==> config.mk <==
export PLATFORM = sky130hd
export DESIGN_NAME = tx_arbiter
export DESIGN_NICKNAME = d
export VERILOG_FILES = /design/src/rtl/tx_arbiter_pkg.sv /design/src/rtl/rr_arbiter.sv /design/src/rtl/tx_arbiter.sv
export SDC_FILE = /design/constraint.sdc
export NUM_CORES = 1
export LEC_CHECK = 0
export CAP_MARGIN = 20
export CORE_MARGIN = 8
export CORE_UTILIZATION = 57
export CTS_BUF_LIST = sky130_fd_sc_hd__clkbuf_2
export DETAILED_ROUTE_END_ITERATION = 10
export HOLD_SLACK_MARGIN = 0.08
export PLACE_DENSITY = 0.92
export SYNTH_ARGS = -nofsm -noshare
export SYNTH_HDL_FRONTEND = slang
export SYNTH_SLANG_ARGS = --single-unit
==> constraint.sdc <==
create_clock -name clk -period 22.2 [get_ports clk]
set_clock_uncertainty 0.1 [all_clocks]
set_input_delay 2.22 -clock clk [delete_from_list [all_inputs] [get_ports clk]]
set_output_delay 2.22 -clock clk [all_outputs]
set_load 0.03 [all_outputs]
==> src/rtl/tx_arbiter_pkg.sv <==
// rtl/tx_arbiter_pkg.sv - shared defaults, FSM encoding and ring-index helper for tx_arbiter
//
// Purpose: common definitions for tx_arbiter and its round-robin picker.
//   - default record field widths, requester count and busy timeout
//   - FSM state encoding (IDLE, ISSUE, WAIT_HI, WAIT_LO)
//   - ring_add: modular add on a ring of n entries, for operands already below n
// Ports: none (package).

package tx_arbiter_pkg;

  localparam int NUM_REQ_DEF = 4;
  localparam int ADDR_W_DEF  = 8;
  localparam int BS_W_DEF    = 8;
  localparam int TS_W_DEF    = 32;
  localparam int BUSY_TO_DEF = 16;

  typedef enum logic [1:0] {
    ST_IDLE    = 2'd0,
    ST_ISSUE   = 2'd1,
    ST_WAIT_HI = 2'd2,
    ST_WAIT_LO = 2'd3
  } tx_state_e;

  // base and off are both below n, so a single conditional subtract replaces a modulo.
  function automatic int ring_add(int base, int off, int n);
    int sum;
    sum = base + off;
    return (sum >= n) ? sum - n : sum;
  endfunction

endpackage

==> src/rtl/rr_arbiter.sv <==
// rtl/rr_arbiter.sv - combinational round-robin pick from a request vector and a start pointer
//
// Purpose: scans requests starting at i_ptr and wrapping around; the first set bit wins.
// Ports:
//   i_req    in   NUM_REQ   request vector
//   i_ptr    in   IDX_W     index with highest priority this pick
//   o_grant  out  NUM_REQ   one-hot grant (zero when no request)
//   o_idx    out  IDX_W     index of the granted requester
//   o_any    out  1         at least one request present

module rr_arbiter
  import tx_arbiter_pkg::*;
#(
  parameter int  NUM_REQ = NUM_REQ_DEF,
  localparam int IDX_W   = $clog2(NUM_REQ)
) (
  input  logic [NUM_REQ-1:0] i_req,
  input  logic [IDX_W-1:0]   i_ptr,
  output logic [NUM_REQ-1:0] o_grant,
  output logic [IDX_W-1:0]   o_idx,
  output logic               o_any
);

  logic [IDX_W-1:0] w_j;

  always_comb begin
    o_grant = '0;
    o_idx   = '0;
    o_any   = 1'b0;
    w_j     = '0;
    for (int off = 0; off < NUM_REQ; off++) begin
      w_j = IDX_W'(ring_add(int'(i_ptr), off, NUM_REQ));
      if (!o_any && i_req[w_j]) begin
        o_any      = 1'b1;
        o_grant[w_j] = 1'b1;
        o_idx      = w_j;
      end
    end
  end

endmodule

==> src/rtl/tx_arbiter.sv <==
// rtl/tx_arbiter.sv - round-robin sharing of one UART transmitter among NUM_REQ record sources
//
// Purpose: one record buffer per requester, round-robin grant, one record at a time to the
//   UART, each hand-off paced on tx_busy (rise with timeout, then fall).
// Ports:
//   clk            in   1                 system clock
//   reset          in   1                 asynchronous, active-high reset
//   req_addr       in   NUM_REQ*ADDR_W    requester k at [k*ADDR_W +: ADDR_W]
//   req_buysell    in   NUM_REQ*BS_W      requester k at [k*BS_W +: BS_W]
//   req_timestamp  in   NUM_REQ*TS_W      requester k at [k*TS_W +: TS_W]
//   req_dv         in   NUM_REQ           one-cycle record strobe per requester
//   tx_addr        out  ADDR_W            record to UART (held between strobes)
//   tx_buysell     out  BS_W              record to UART (held between strobes)
//   tx_timestamp   out  TS_W              record to UART (held between strobes)
//   tx_dv          out  1                 one-cycle strobe, fields valid in the same cycle
//   tx_busy        in   1                 UART transmitting
//   grant_id       out  IDX_W             index of the last granted requester
//   pending        out  NUM_REQ           slot k holds an unsent record
//   drop_flag      out  NUM_REQ           sticky: a record from k was discarded
//   drop_clr       in   1                 clears all drop_flag bits

module tx_arbiter
  import tx_arbiter_pkg::*;
#(
  parameter int  NUM_REQ = NUM_REQ_DEF,
  parameter int  ADDR_W  = ADDR_W_DEF,
  parameter int  BS_W    = BS_W_DEF,
  parameter int  TS_W    = TS_W_DEF,
  parameter int  BUSY_TO = BUSY_TO_DEF,
  localparam int IDX_W   = $clog2(NUM_REQ)
) (
  input  logic                      clk,
  input  logic                      reset,
  input  logic [NUM_REQ*ADDR_W-1:0] req_addr,
  input  logic [NUM_REQ*BS_W-1:0]   req_buysell,
  input  logic [NUM_REQ*TS_W-1:0]   req_timestamp,
  input  logic [NUM_REQ-1:0]        req_dv,
  output logic [ADDR_W-1:0]         tx_addr,
  output logic [BS_W-1:0]           tx_buysell,
  output logic [TS_W-1:0]           tx_timestamp,
  output logic                      tx_dv,
  input  logic                      tx_busy,
  output logic [IDX_W-1:0]          grant_id,
  output logic [NUM_REQ-1:0]        pending,
  output logic [NUM_REQ-1:0]        drop_flag,
  input  logic                      drop_clr
);

  localparam int CNT_W = $clog2(BUSY_TO + 1);

  // Slot storage
  logic [ADDR_W-1:0]  r_slot_addr [NUM_REQ];
  logic [BS_W-1:0]    r_slot_bs   [NUM_REQ];
  logic [TS_W-1:0]    r_slot_ts   [NUM_REQ];
  logic [NUM_REQ-1:0] r_valid;
  logic [NUM_REQ-1:0] r_drop;

  // FSM state
  tx_state_e          r_state;
  logic [IDX_W-1:0]   r_ptr;
  logic [NUM_REQ-1:0] r_win_oh;
  logic [CNT_W-1:0]   r_cnt;

  logic [NUM_REQ-1:0] w_grant;
  logic [IDX_W-1:0]   w_idx;
  logic               w_any;
  logic [NUM_REQ-1:0] w_free;
  logic [NUM_REQ-1:0] w_accept;
  logic [NUM_REQ-1:0] w_drop;

  rr_arbiter #(
    .NUM_REQ (NUM_REQ)
  ) u_rr (
    .i_req   (r_valid),
    .i_ptr   (r_ptr),
    .o_grant (w_grant),
    .o_idx   (w_idx),
    .o_any   (w_any)
  );

  // The winner's slot is released at the end of ISSUE; a strobe landing in that same
  // cycle refills the slot instead of being counted as an overflow.
  always_comb begin
    w_free   = (r_state == ST_ISSUE) ? r_win_oh : '0;
    w_accept = req_dv & (~r_valid | w_free);
    w_drop   = req_dv & r_valid & ~w_free;
  end

  always_ff @(posedge clk or posedge reset) begin
    if (reset) begin
      r_valid <= '0;
      r_drop  <= '0;
      for (int k = 0; k < NUM_REQ; k++) begin
        r_slot_addr[k] <= '0;
        r_slot_bs[k]   <= '0;
        r_slot_ts[k]   <= '0;
      end
    end else begin
      r_valid <= w_accept | (r_valid & ~w_free);
      // A new drop outranks a simultaneous clear.
      r_drop  <= w_drop | (r_drop & ~{NUM_REQ{drop_clr}});
      for (int k = 0; k < NUM_REQ; k++) begin
        if (w_accept[k]) begin
          r_slot_addr[k] <= req_addr[k*ADDR_W +: ADDR_W];
          r_slot_bs[k]   <= req_buysell[k*BS_W +: BS_W];
          r_slot_ts[k]   <= req_timestamp[k*TS_W +: TS_W];
        end
      end
    end
  end

  assign pending   = r_valid;
  assign drop_flag = r_drop;

  // Outputs are registered on the IDLE->ISSUE edge so that tx_dv and the fields are
  // visible for exactly the ISSUE cycle.
  always_ff @(posedge clk or posedge reset) begin
    if (reset) begin
      r_state      <= ST_IDLE;
      r_ptr        <= '0;
      r_win_oh     <= '0;
      r_cnt        <= '0;
      tx_addr      <= '0;
      tx_buysell   <= '0;
      tx_timestamp <= '0;
      tx_dv        <= 1'b0;
      grant_id     <= '0;
    end else begin
      tx_dv <= 1'b0;
      case (r_state)
        ST_IDLE: begin
          if (w_any && !tx_busy) begin
            tx_addr      <= r_slot_addr[w_idx];
            tx_buysell   <= r_slot_bs[w_idx];
            tx_timestamp <= r_slot_ts[w_idx];
            tx_dv        <= 1'b1;
            grant_id     <= w_idx;
            r_win_oh     <= w_grant;
            r_state      <= ST_ISSUE;
          end
        end
        ST_ISSUE: begin
          r_ptr   <= IDX_W'(ring_add(int'(grant_id), 1, NUM_REQ));
          r_cnt   <= CNT_W'(BUSY_TO);
          r_state <= ST_WAIT_HI;
        end
        ST_WAIT_HI: begin
          // The counter covers BUSY_TO cycles of waiting; a UART that never answers
          // must not stall the other requesters.
          if (tx_busy) begin
            r_state <= ST_WAIT_LO;
          end else if (r_cnt <= CNT_W'(1)) begin
            r_cnt   <= '0;
            r_state <= ST_IDLE;
          end else begin
            r_cnt <= r_cnt - CNT_W'(1);
          end
        end
        ST_WAIT_LO: begin
          if (!tx_busy) begin
            r_state <= ST_IDLE;
          end
        end
        default: r_state <= ST_IDLE;
      endcase
    end
  end

endmodule

* Word level (Yosys, flattened, before mapping)
Index checks and enable logic that the tools add are counted.
** Word-level totals
- Bits in writable memories :: 0
- Flip-flop bits (word level) :: 264
- Memories kept :: 0
- Output and inout port bits :: 59
- Word-level logic and storage cells :: 140
- Bits of input ports :: 200
- Bits in latches :: 0
- ROM bits :: 0
** Cells by class
- Bitwise operators :: 15
- Divide/modulo/power cells :: 0
- Shift-type cells :: 0
- Add/subtract/negate cells :: 10
- Mux-type cells :: 53
- $lt $le $gt $ge :: 15
- Reductions and logical operators :: 17
- $mul :: 0
- Equality and inequality tests :: 7
** Operator list (number)
- $bmux W32 S2 :: 1
- $mux W32 :: 2
- $bmux W8 S2 :: 2
- $mux W8 :: 4
- $mux W2 :: 13
- $or A4 B4 Y4 :: 6
- $and A4 B4 Y4 :: 5
- $mux W4 :: 5
- $ge A3 B3 Y1 const B :: 5
- $mux W1 :: 14
- $lt A2 B3 Y1 const B :: 4
- $not A4 Y4 :: 3
- $mux W5 :: 2
- $pmux W5 S2 :: 1
- $sub A2 B1 Y2 const B :: 5
- $bmux W1 S2 :: 4
- $demux W1 S2 :: 4
- $ge A2 B1 Y1 const B :: 4
- $logic_and A1 B1 Y1 :: 8
- $pmux W2 S4 :: 1
- $add A2 B1 Y3 const B :: 2
- $add A2 B2 Y3 const B :: 2
- $ne A2 B2 Y1 const B :: 3
- $le A5 B1 Y1 const B :: 1
- 11 further kinds :: 16

* Longest topological paths before layout
Gate-level depths: netlist of the first run.
- Depth after elaboration :: 18
- Gate-level depth with buffers :: 12
- Gate-level depth less buffers :: 8

* Modules after synthesis
A second synthesis of the first run with hierarchy kept.
** Second synthesis, totals
- Cell total of the unflattened synthesis :: 707
- Area, all modules :: 11619.9 µm²
** By module, submodules not included
- tx_arbiter :: sequential area each 6606.3 µm², times used 1, cells each 662, area an instance 11198.2 µm²
- rr_arbiter :: sequential area each 0.0 µm², times used 1, cells each 45, area an instance 421.7 µm²

* Worst setup path before layout of the first run
No wires, ideal clock.
- Path kind :: input to register
- Start :: input req_dv[0]
- End :: register r_slot_addr[24] in the netlist's numbering
- Cell stages on the path :: 5
- Library setup time :: 0.125 ns
- Setup slack :: 18.611 ns
- Required time :: 21.975 ns
- Data arrival time :: 3.364 ns
- Path through :: inv_1 > a21oi_1 > buf_2 > buf_1 > mux2_2
** Between the ends
- Cells in the longest elaborated chain, start to end :: 1
** Ends and longest elaborated chain
- from (decl) :: line tx_arbiter.sv:37 : input logic [NUM_REQ-1:0] req_dv,
- $and A4 B4 Y4 :: line tx_arbiter.sv:85 : w_accept = req_dv & (~r_valid | w_free);
- to (signal, indexed assignment) :: line tx_arbiter.sv:104 : r_slot_addr[k] <= req_addr[k*ADDR_W +: ADDR_W];
- to (decl) :: line tx_arbiter.sv:52 : logic [ADDR_W-1:0] r_slot_addr [NUM_REQ];
Every way passes these cells.
A chain may end at the register's enable or synchronous reset.

* Worst setup path in the final report of the first run
- Start :: register r_ptr[0]
- End :: register tx_timestamp[8]
** Between the ends
- Cells in the longest elaborated chain, start to end :: 18
- Elaborated cells on any way between the ends :: 43
** Ends and longest elaborated chain
- from (decl) :: line tx_arbiter.sv:60 : logic [IDX_W-1:0] r_ptr;
- from (signal assigned) :: line tx_arbiter.sv:143 : r_ptr <= IDX_W'(ring_add(int'(grant_id), 1, NUM_REQ));
- branches (longest 18 deep; another with $add A2 B1 Y3)
- to (signal assigned) :: line tx_arbiter.sv:135 : tx_timestamp <= r_slot_ts[w_idx];
- to (decl) :: line tx_arbiter.sv:40 : output logic [TS_W-1:0] tx_timestamp,
Several ways; the timed one is not identified. The select of a mux whose other input is x is not followed.

==> results.md, run 1 <==
* Status: finished, final reports clean
* Fin. Hold Viols at 0
* Die height at 160 um
* DRC viols at 0
* DIE AREA at 0.0255 mm2
* # IOs at 259
* Commonest cells after routing, fill and taps aside: dfrtp_1 (264), clkdlybuf4s50_1 (258), mux2_2 (199)
* Final Cell Area at 0.0152 mm2
* TritonRoute pass-1 iters at 5
* Final Cycle Share at 0.224
* TritonCTS clock tree: built
* Post-CTS Resized at 0
* Leak pwr at 6.67 nW
* CP Data Arrival Time at 5580 ps
* Number of synthesized flops with an enable pin at 0
* Root Buffer Master: clkbuf_2
* Seq/Total Area, Yosys at 0.562
* Number of hold buffers added after cts at 0
* Layout cells sized above 1 at 0.283
* Vias in the first global route at 9544
* Synthesized area per cell at 13.2 um2
* Routed WL at 33000 um
* Core Region at 0.0202 mm2
* Routed vias at 8746
* PortBufs at 258
* Post-layout minimum cycle time at 4960 ps
* Worst Setup SP: r_ptr[0]
* Initial DRC count at 668
* Clk sinks at 264
* Share of async-settable or async-resettable flops after synthesis at 1.00
* Placer Congestion at 0.825
* Worst setup path endpoint: tx_timestamp[8]
* Top_reg_cell synth: dfrtp_1
* Routed Antenna Nets at 0
* First-pass GRT wire length at 52000 um
* Synth cell types at 52
* Hold Path Class: reg2reg
* Cell Pwr Density at 133 mW/mm2
* DPL Wire Length at 22400 um
* CTS Buffer Depth at 3
* Slew margin rel. at 0.359
* Commonest non-fill, non-tap cell in the layout: dfrtp_1
* Cts bufs inserted at 68
* Setup Fix Bufs, Post-CTS at 0
* Unrepaired setup endpoints after global routing: false
* Syn. warnings at 0
* Worst Setup End Kind: flip-flop
* Crit-path max FO at 26
* Initial antenna violation count at 4
* Syn Inst Count at 889
* Setup TNS at 0 ps
* WL/cell at 22.3 um
* Peak VDD IR at 0.0637 mV
* Total grt overflow at 0
* #FFs+latches synth at 264
* Worst-Margin Slew at 962 ps
* Total GRT Usage at 0.259
* R2R depth at 9
* Avg Vias per Cell at 5.91
* CP Class: reg2reg
* Critical Path Start Type: flip-flop
* Mapped cell area at 0.0118 mm2
* Area Overhead vs Synth at 29.0%
* Initial core utilization at 0.581
* Slew Limit Fails at 0
* Die Width at 160 um
* Critical Path RT at 22810 ps
* Max Freq at 0.201 GHz
* Syn_nets at 1096
* Maxcap violations at 0
* Core Rows at 52
* End of the worst register-to-register path: tx_timestamp[8]
* Largest net degree at the start of global routing at 118
* Clk_lat worst skew at 800 ps
* Htree depth at 3
* Reg2reg start: r_ptr[0]
* Filler cell count in the final layout at 1289
* Clock transition at path regs at 100 ps
* Final setup viols at 0
* Placed Area at 0.0146 mm2
* Layout net count at 1376
* Worst R2R Setup Slack at 17240 ps
-- metrics by stage --
stage / cells / util / hold WS, ps / setup WS (ps) / power (mW)
6_report: 1479 / 0.750 / 389 / 17240 / 2.02
5_1_grt: 1479 / 0.750 / 427 / 16930 / 2.14
4_1_cts: 1474 / 0.749 / 394 / 16890 / 2.03
3_5_place_dp: 1368 / 0.720 / 372 / 16880 / 1.69
3_3_place_gp: 1367 / 0.719 / 364 / 16910 / 1.64
2_1_floorplan: 889 / - / 350 / 12610 / 1.41
-- kinds of logic after synthesis --
| group | Yosys count | share of synthesized area |
|---|---|---|
| AO/OA/AOI/OAI | 145 | 0.0939 |
| flip-flops | 264 | 0.562 |
| multiplexers | 267 | 0.256 |
| AND/OR/NAND/NOR | 129 | 0.0506 |
| adder cells (fa/ha/maj) | 7 | 0.00744 |
| XOR/XNOR | 2 | 0.00149 |
| buffers and inverters | 75 | 0.0295 |
-- power by group --
part           total, mW  switching (mW)  leakage (nW)  internal, mW
sequential         0.847           0.145          3.24         0.702
clock              0.336           0.190         0.452         0.147
combinational      0.836           0.415          2.97         0.421
total               2.02           0.749          6.67          1.27
-- critical path, stage by stage, from the launching register on --
cell and delay (ps):
dfrtp_1 850, clkinv_1 470, ha_1 590, mux4_2 640
nor2b_4 350, o21ai_4 280, nand2_4 500, nand2_1 510
buf_8 330, o221ai_1 230
-- metal layers --
| layer | wire [um] | part of all wire | track usage |
|---|---|---|---|
| met1 | 13000 | 0.40 | 0.309 |
| met2 | 16200 | 0.49 | 0.423 |
| met3 | 2800 | 0.085 | 0.0856 |
| met4 | 937 | 0.028 | 0.112 |
| met5 | 0 | 0 | 0 |
-- synth_stat cells (2+ instances only) --
| library cell | count | share of area |
|---|---|---|
| o22ai_1 | 5 | 0.0027 |
| mux2_2 | 199 | 0.19 |
| a221o_1 | 19 | 0.016 |
| mux2_4 | 11 | 0.014 |
| a2111oi_0 | 5 | 0.0037 |
| o21bai_1 | 2 | 0.0013 |
| buf_1 | 9 | 0.0029 |
| o21a_1 | 2 | 0.0013 |
| buf_4 | 3 | 0.0019 |
| and3_1 | 6 | 0.0032 |
| nor3_1 | 4 | 0.0017 |
| nand2b_1 | 3 | 0.0016 |
| nand2_1 | 59 | 0.019 |
| a221oi_1 | 8 | 0.0060 |
| ha_1 | 7 | 0.0074 |
| buf_6 | 4 | 0.0038 |
| clkbuf_1 | 24 | 0.0077 |
| a22oi_1 | 4 | 0.0026 |
| dfrtp_1 | 264 | 0.56 |
| nand3_2 | 2 | 0.0017 |
| inv_1 | 14 | 0.0045 |
| mux2i_1 | 53 | 0.045 |
| nor2_1 | 20 | 0.0064 |
| o31ai_1 | 5 | 0.0032 |
| a21oi_1 | 6 | 0.0026 |
| o221ai_1 | 24 | 0.018 |
| nand3_1 | 26 | 0.011 |
| a211oi_1 | 26 | 0.017 |
| buf_2 | 19 | 0.0081 |
| or3_1 | 2 | 0.0011 |
| mux4_2 | 2 | 0.0038 |
| o21ai_0 | 32 | 0.014 |
-- sequential cells by signal (all words and copies together) (netlist names) --
name,count
tx_dv,1
r_slot_bs,32
grant_id,2
drop_flag,4
r_state,2
r_cnt,5
tx_addr,8
r_slot_ts,128
tx_timestamp,32
pending,4
r_slot_addr,32
tx_buysell,8
r_win_oh,4
r_ptr,2
-- area by class of cell --
cell class	count	area, um2	area share
well taps	270	338	0.0223
repair buffers	269	2680	0.177
multi-input cells	550	4880	0.322
clock inverters	11	120	0.00791
clock buffers	95	475	0.0313
inverters	16	67.6	0.00445
flip-flops and latches	264	6610	0.435
diodes	4	10.0	0.000659
-- how the worst min path moves through the flow --
stage | start | end | slack [ps] | cells past startpoint
6_report | tx_timestamp[10] | tx_timestamp[10] | 390 | 2
3_3_place_gp | r_win_oh[3] | r_win_oh[3] | 360 | 2
3_5_place_dp | r_win_oh[0] | r_win_oh[0] | 370 | 2
4_1_cts | r_win_oh[3] | r_win_oh[3] | 390 | 2
2_1_floorplan | r_win_oh[0] | r_win_oh[0] | 350 | 2
5_1_grt | r_slot_addr[26] | r_slot_addr[26] | 430 | 1
(Power assumes the default switching activity.)
==> run 2: changes to the inputs <==
Settings changed: CORE_UTILIZATION 57 to 47, PLACE_DENSITY 0.92 to 0.81.
Clock period 22.2 ns to 4.17 ns, I/O delays scaled along.
==> results.md, run 2 (synthesis gave the netlist of run 1 again) <==
* Status: finished, final reports clean (unchanged)
* Clk_lat worst skew at 830 ps (was 800 ps)
* Core Rows at 58 (was 52)
* CP Class: reg2reg (unchanged)
* Routed Antenna Nets at 0 (unchanged)
* Initial DRC count at 481 (was 668)
* Avg Vias per Cell at 5.52 (was 5.91)
* Total grt overflow at 0 (unchanged)
* Commonest cells after routing, fill and taps aside: dfrtp_1 (264), clkdlybuf4s50_1 (258), mux2_2 (199) (unchanged)
* Clock transition at path regs at 100 ps (about the same)
* Hold Path Class: in2reg (was reg2reg)
* Cts bufs inserted at 70 (was 68)
* Net Sw Frac at 0.377 (was 0.371)
* Vias in the first global route at 10321 (was 9544)
* Largest register FFs at 128 (unchanged)
* Routed vias at 9319 (was 8746)
* Total GRT Usage at 0.241 (was 0.259)
* PortBufs at 258 (unchanged)
* Setup TNS at 0 ps (unchanged)
* Initial antenna violation count at 9 (was 4)
* DRC viols at 0 (unchanged)
* Cell Pwr Density at 668 mW/mm2 (was 133 mW/mm2)
* Placed Area at 0.0148 mm2 (was 0.0146 mm2)
* Maxcap violations at 0 (unchanged)
* Final Cycle Share at 0.949 (was 0.224)
* Slew Limit Fails at 0 (unchanged)
* CTS Buffer Depth at 3 (unchanged)
* Net Sw Power at 4.20 mW (was 749 uW)
* # IOs at 259 (unchanged)
* Final setup viols at 0 (unchanged)
* Initial core utilization at 0.473 (was 0.581)
* Commonest non-fill, non-tap cell in the layout: dfrtp_1 (unchanged)
* Unrepaired setup endpoints after global routing: false (unchanged)
* Largest net degree at the start of global routing at 62 (was 118)
* Final Cell Area at 0.0167 mm2 (was 0.0152 mm2)
* CP Data Arrival Time at 4510 ps (was 5580 ps)
* Worst-Margin Slew at 975 ps (was 962 ps)
* Routed WL at 37200 um (was 33000 um)
* Max Freq at 0.253 GHz (was 0.201 GHz)
* Worst Setup End Kind: flip-flop (unchanged)
* Comb power frac at 0.424 (was 0.414)
* Largest Register: r_slot_ts (unchanged)
* Die height at 174 um (was 160 um)
* Layout net count at 1509 (was 1376)
* Post-layout util at 0.669 (was 0.750)
* Layout cells sized above 1 at 0.271 (was 0.283)
* Leak pwr at 7.28 nW (was 6.67 nW)
* Core Region at 0.0249 mm2 (was 0.0202 mm2)
* Reg power frac at 0.403 (was 0.419)
* Fin. Hold Viols at 0 (unchanged)
* Area Overhead vs Synth at 41.6% (was 29.0%)
* DPL Wire Length at 23400 um (was 22400 um)
* Clock network power share at 0.173 (was 0.167)
* TritonCTS clock tree: built (unchanged)
* Slew margin rel. at 0.349 (was 0.359)
* Cell Int Power at 6.93 mW (was 1.27 mW)
* Placer Congestion at 0.818 (was 0.825)
* Setup Fix Bufs, Post-CTS at 0 (unchanged)
* Root Buffer Master: clkbuf_2 (unchanged)
* Critical Path RT at 4720 ps (was 22810 ps)
* Clk sinks at 264 (unchanged)
* Critical Path Start Type: flip-flop (unchanged)
* Peak VDD IR at 0.341 mV (was 0.0637 mV)
* Htree depth at 3 (unchanged)
* Crit-path max FO at 26 (unchanged)
* DIE AREA at 0.0304 mm2 (was 0.0255 mm2)
* Post-layout minimum cycle time at 3960 ps (was 4960 ps)
* Die Width at 174 um (was 160 um)
* First-pass GRT wire length at 57500 um (was 52000 um)
* TritonRoute pass-1 iters at 7 (was 5)
* WL/cell at 22.1 um (was 22.3 um)
-- run 2: cell types whose count changed in the layout (fill, tap and decap cells not counted), sizes merged --
cell,before,now
buf,11,26
clkbuf,95,102
clkinv,8,12
clkinvlp,0,1
diode,4,9
dlygate4sd3,0,116
-- run 2: worst paths after layout --
kind	depth (start not counted)	start	to	slack [ps]
worst max register to register	9	r_ptr[1]	tx_addr[3]	210
worst max-delay path	9	r_ptr[1]	tx_addr[3]	210
worst min register to register	2	r_win_oh[1]	r_win_oh[1]	390
max in group asynchronous	5	reset	r_slot_addr[28]	2700
worst min-delay path	2	req_buysell[2]	r_slot_bs[26]	140
min in group asynchronous	3	reset	r_slot_ts[76]	310
-- run 2: through the flow --
step	instances	power, mW	hold slack (ps)	worst slack [ps]
floorplan	889	7.50	350	169
global placement	1443	8.85	367	274
finish	1687	11.1	136	212
detailed placement	1443	9.06	374	74.4
global route	1687	11.8	80.1	79.1
CTS	1662	11.0	80.1	66.1
-- run 2: area by class of cell --
type	instances	area (um2)
Antenna cell	9	22.5
Clock buffer	102	510
Clock inverter	16	144
Fill cell	1734	8230
Inverter	16	63.8
Multi-Input combinational cell	550	4890
Sequential cell	264	6610
Tap cell	330	413
Timing Repair Buffer	400	4010
-- run 2: layer usage --
metal,GRT usage,share of wire,vias to the layer above
li1,-,-,4152
met1,0.281,0.40,4693
met2,0.405,0.50,385
met3,0.0662,0.065,89
met4,0.121,0.035,0
met5,0,0,-
-- run 2: power groups by stage --
| stage | Combinational (mW) | Sequential, mW | Clock, mW |
|---|---|---|---|
| 3_3_place_gp | 4.42 | 4.43 | 0 |
| 2_1_floorplan | 2.82 | 4.68 | 0 |
| 6_report | 4.73 | 4.49 | 1.92 |
| 4_1_cts | 4.66 | 4.44 | 1.94 |
| 3_5_place_dp | 4.58 | 4.48 | 0 |
| 5_1_grt | 5.05 | 4.61 | 2.11 |
-- run 2: what timing repair did --
action / in CTS / in global routing
resized for setup: 0 / 1
hold buffers: 101 / 15
hold endpoints to repair: 136 / 15
setup endpoints to repair: 0 / 13
-- run 2: worst max-delay path, stage by stage, from the launching register on --
cell and delay [ps]:
dfrtp_1 530, inv_1 130, ha_1 460, mux4_2 640, nor2b_4 350, o21ai_4 320
nand2_8 380, nand2_1 430, buf_12 310, o221ai_1 210
==> run 3: changes to the inputs <==
Settings changed: CORE_UTILIZATION 47 to 53, PLACE_DENSITY 0.81 to 0.86.
Clock period 4.17 ns to 4.1 ns, I/O delays scaled along.
==> results.md, run 3 (synthesis gave the netlist of run 1 again) <==
* Final Cell Area at 0.0159 mm2 (was 0.0167 mm2)
* Met3 Wirelength at 2770 um (was 2440 um)
* Avg Vias per Cell at 5.81 (was 5.52)
* Maxcap violations at 0 (unchanged)
* Final setup viols at 0 (unchanged)
* PortBufs at 258 (unchanged)
* Max Freq at 0.258 GHz (was 0.253 GHz)
* Final Cycle Share at 0.944 (was 0.949)
* Routed vias at 9053 (was 9319)
* Worst Setup End Kind: flip-flop (unchanged)
* TritonRoute pass-1 iters at 5 (was 7)
* CTS Buffer Depth at 3 (unchanged)
* Critical Path Start Type: flip-flop (unchanged)
* Routed wl met2 at 17100 um (was 18800 um)
* Area Overhead vs Synth at 35.4% (was 41.6%)
* Routed metal-1 wirelength at 13900 um (was 14700 um)
* Net Sw Frac at 0.374 (was 0.377)
* Peak VDD IR at 0.390 mV (was 0.341 mV)
* Root Buffer Master: clkbuf_2 (unchanged)
* Worst-Margin Slew at 950 ps (was 975 ps)
* DPL Wire Length at 22700 um (was 23400 um)
* Clk_lat worst skew at 800 ps (was 830 ps)
* Comb power frac at 0.425 (was 0.424)
* Worst Setup SP: r_ptr[0] (was r_ptr[1])
* Htree depth at 3 (unchanged)
* Reg power frac at 0.412 (was 0.403)
* Placed Area at 0.0147 mm2 (was 0.0148 mm2)
* Max Used Layer: met4 (unchanged)
* End of the worst register-to-register path: tx_timestamp[27] (was tx_addr[3])
* # IOs at 259 (unchanged)
* Initial DRC count at 575 (was 481)
* Vias in the first global route at 9978 (was 10321)
* Commonest cells after routing, fill and taps aside: dfrtp_1 (264), clkdlybuf4s50_1 (258), mux2_2 (199) (unchanged)
* CP Data Arrival Time at 4420 ps (was 4510 ps)
* Routed Antenna Nets at 0 (unchanged)
* Worst R2R Setup Slack at 230 ps (was 210 ps)
* Placer Congestion at 0.817 (was 0.818)
* Slew margin rel. at 0.367 (was 0.349)
* Crit-path max FO at 26 (unchanged)
* Layout net count at 1453 (was 1509)
* Total GRT Usage at 0.258 (was 0.241)
* First-pass GRT wire length at 54100 um (was 57500 um)
* Largest Register: r_slot_ts (unchanged)
* Core Region at 0.0218 mm2 (was 0.0249 mm2)
* Clock transition at path regs at 110 ps (was 100 ps)
* TritonCTS clock tree: built (unchanged)
* Critical Path RT at 4650 ps (was 4720 ps)
* Layout cells sized above 1 at 0.273 (was 0.271)
* Initial antenna violation count at 3 (was 9)
* CP Class: reg2reg (unchanged)
* Reg2reg start: r_ptr[0] (was r_ptr[1])
* Cts bufs inserted at 68 (was 70)
* Hold Path Class: in2reg (unchanged)
* Net Sw Power at 4.14 mW (was 4.20 mW)
* Unrepaired setup endpoints after global routing: false (unchanged)
* Worst setup path endpoint: tx_timestamp[27] (was tx_addr[3])
* R2R depth at 9 (unchanged)
* Status: finished, final reports clean (unchanged)
* WL/cell at 22.4 um (was 22.1 um)
* Fin. Hold Viols at 0 (unchanged)
* Cell Pwr Density at 695 mW/mm2 (was 668 mW/mm2)
* Largest net degree at the start of global routing at 112 (was 62)
* Cell Int Power at 6.92 mW (was 6.93 mW)
* Post-layout minimum cycle time at 3870 ps (was 3960 ps)
* Clock network power share at 0.163 (was 0.173)
* Die Width at 165 um (was 174 um)
* Setup Fix Bufs, Post-CTS at 0 (unchanged)
* Commonest non-fill, non-tap cell in the layout: dfrtp_1 (unchanged)
* Slew Limit Fails at 0 (unchanged)
* Setup TNS at 0 ps (unchanged)
* DIE AREA at 0.0272 mm2 (was 0.0304 mm2)
* Clk sinks at 264 (unchanged)
* Total grt overflow at 0 (unchanged)
* Routed WL at 35000 um (was 37200 um)
* Core Rows at 54 (was 58)
* Leak pwr at 6.97 nW (was 7.28 nW)
* DRC viols at 0 (unchanged)
* Largest register FFs at 128 (unchanged)
* Initial core utilization at 0.539 (was 0.473)
* Die height at 165 um (was 174 um)
-- run 3: changes by cell type in the layout (fill, tap and decap cells not counted), moves of 2 or more --
| cell | delta |
|---|---|
| diode_2 | -6 |
| buf_12 | -2 |
| clkinv_1 | -5 |
| clkbuf_2 | -14 |
| buf_4 | -2 |
| dlygate4sd3_1 | -50 |
-- run 3: through the flow --
step / hold slack (ps) / instances / total power [mW] / setup slack (ps) / util
after floorplan: 350 / 889 / 7.63 / 106 / -
after global placement: 362 / 1390 / 8.95 / 204 / 0.673
after detailed placement: 372 / 1390 / 9.19 / 17.7 / 0.673
after CTS: 80.0 / 1547 / 11.1 / 232 / 0.726
after global routing: 76.6 / 1558 / 11.7 / 75.4 / 0.730
final: 140 / 1558 / 11.1 / 229 / 0.730
-- run 3: layout make-up --
cell class | count | area [um2]
Sequential cell | 264 | 6610
Fill cell | 1432 | 5890
Multi-Input combinational cell | 550 | 4880
Timing Repair Buffer | 346 | 3460
Clock buffer | 88 | 440
Tap cell | 280 | 350
Clock inverter | 11 | 129
Inverter | 16 | 63.8
Antenna cell | 3 | 7.51
-- run 3: worst min path at each step --
stage,from,to,cells after the start
detailed placement,tx_addr[6],tx_addr[6],2
global route,req_timestamp[89],r_slot_ts[57],2
finish,req_timestamp[104],r_slot_ts[8],2
floorplan,r_win_oh[0],r_win_oh[0],2
global placement,r_win_oh[2],r_win_oh[2],2
CTS,req_timestamp[57],r_slot_ts[89],2
-- run 3: critical path, cell delays in order (launching register included) --
cell      delay [ps]
dfrtp_1          380
clkinv_1         220
ha_1             490
mux4_2           490
nor2b_4           70
o21ai_4          670
nand2_4          460
nand2_2          510
buf_12           200
o221ai_1         130
-- run 3: power by group through the flow --
| stage | sequential, mW | clock, mW | combinational, mW |
|---|---|---|---|
| 4_1_cts | 4.52 | 1.84 | 4.70 |
| 6_report | 4.56 | 1.80 | 4.71 |
| 3_3_place_gp | 4.51 | 0 | 4.45 |
| 5_1_grt | 4.69 | 1.99 | 5.07 |
| 3_5_place_dp | 4.56 | 0 | 4.63 |
| 2_1_floorplan | 4.76 | 0 | 2.86 |
-- run 3: timing repair --
| item | CTS | global route |
|---|---|---|
| gates resized for setup | 1 | 0 |
| setup endpoints to repair | 2 | 0 |
| hold buffers | 58 | 8 |
| hold endpoints to repair | 73 | 8 |
-- run 3: per-layer routing --
metal | GRT usage | vias up
met4 | 0.123 | 0
met5 | 0 | -
met3 | 0.0728 | 72
met1 | 0.311 | 4582
met2 | 0.422 | 381
li1 | - | 4018
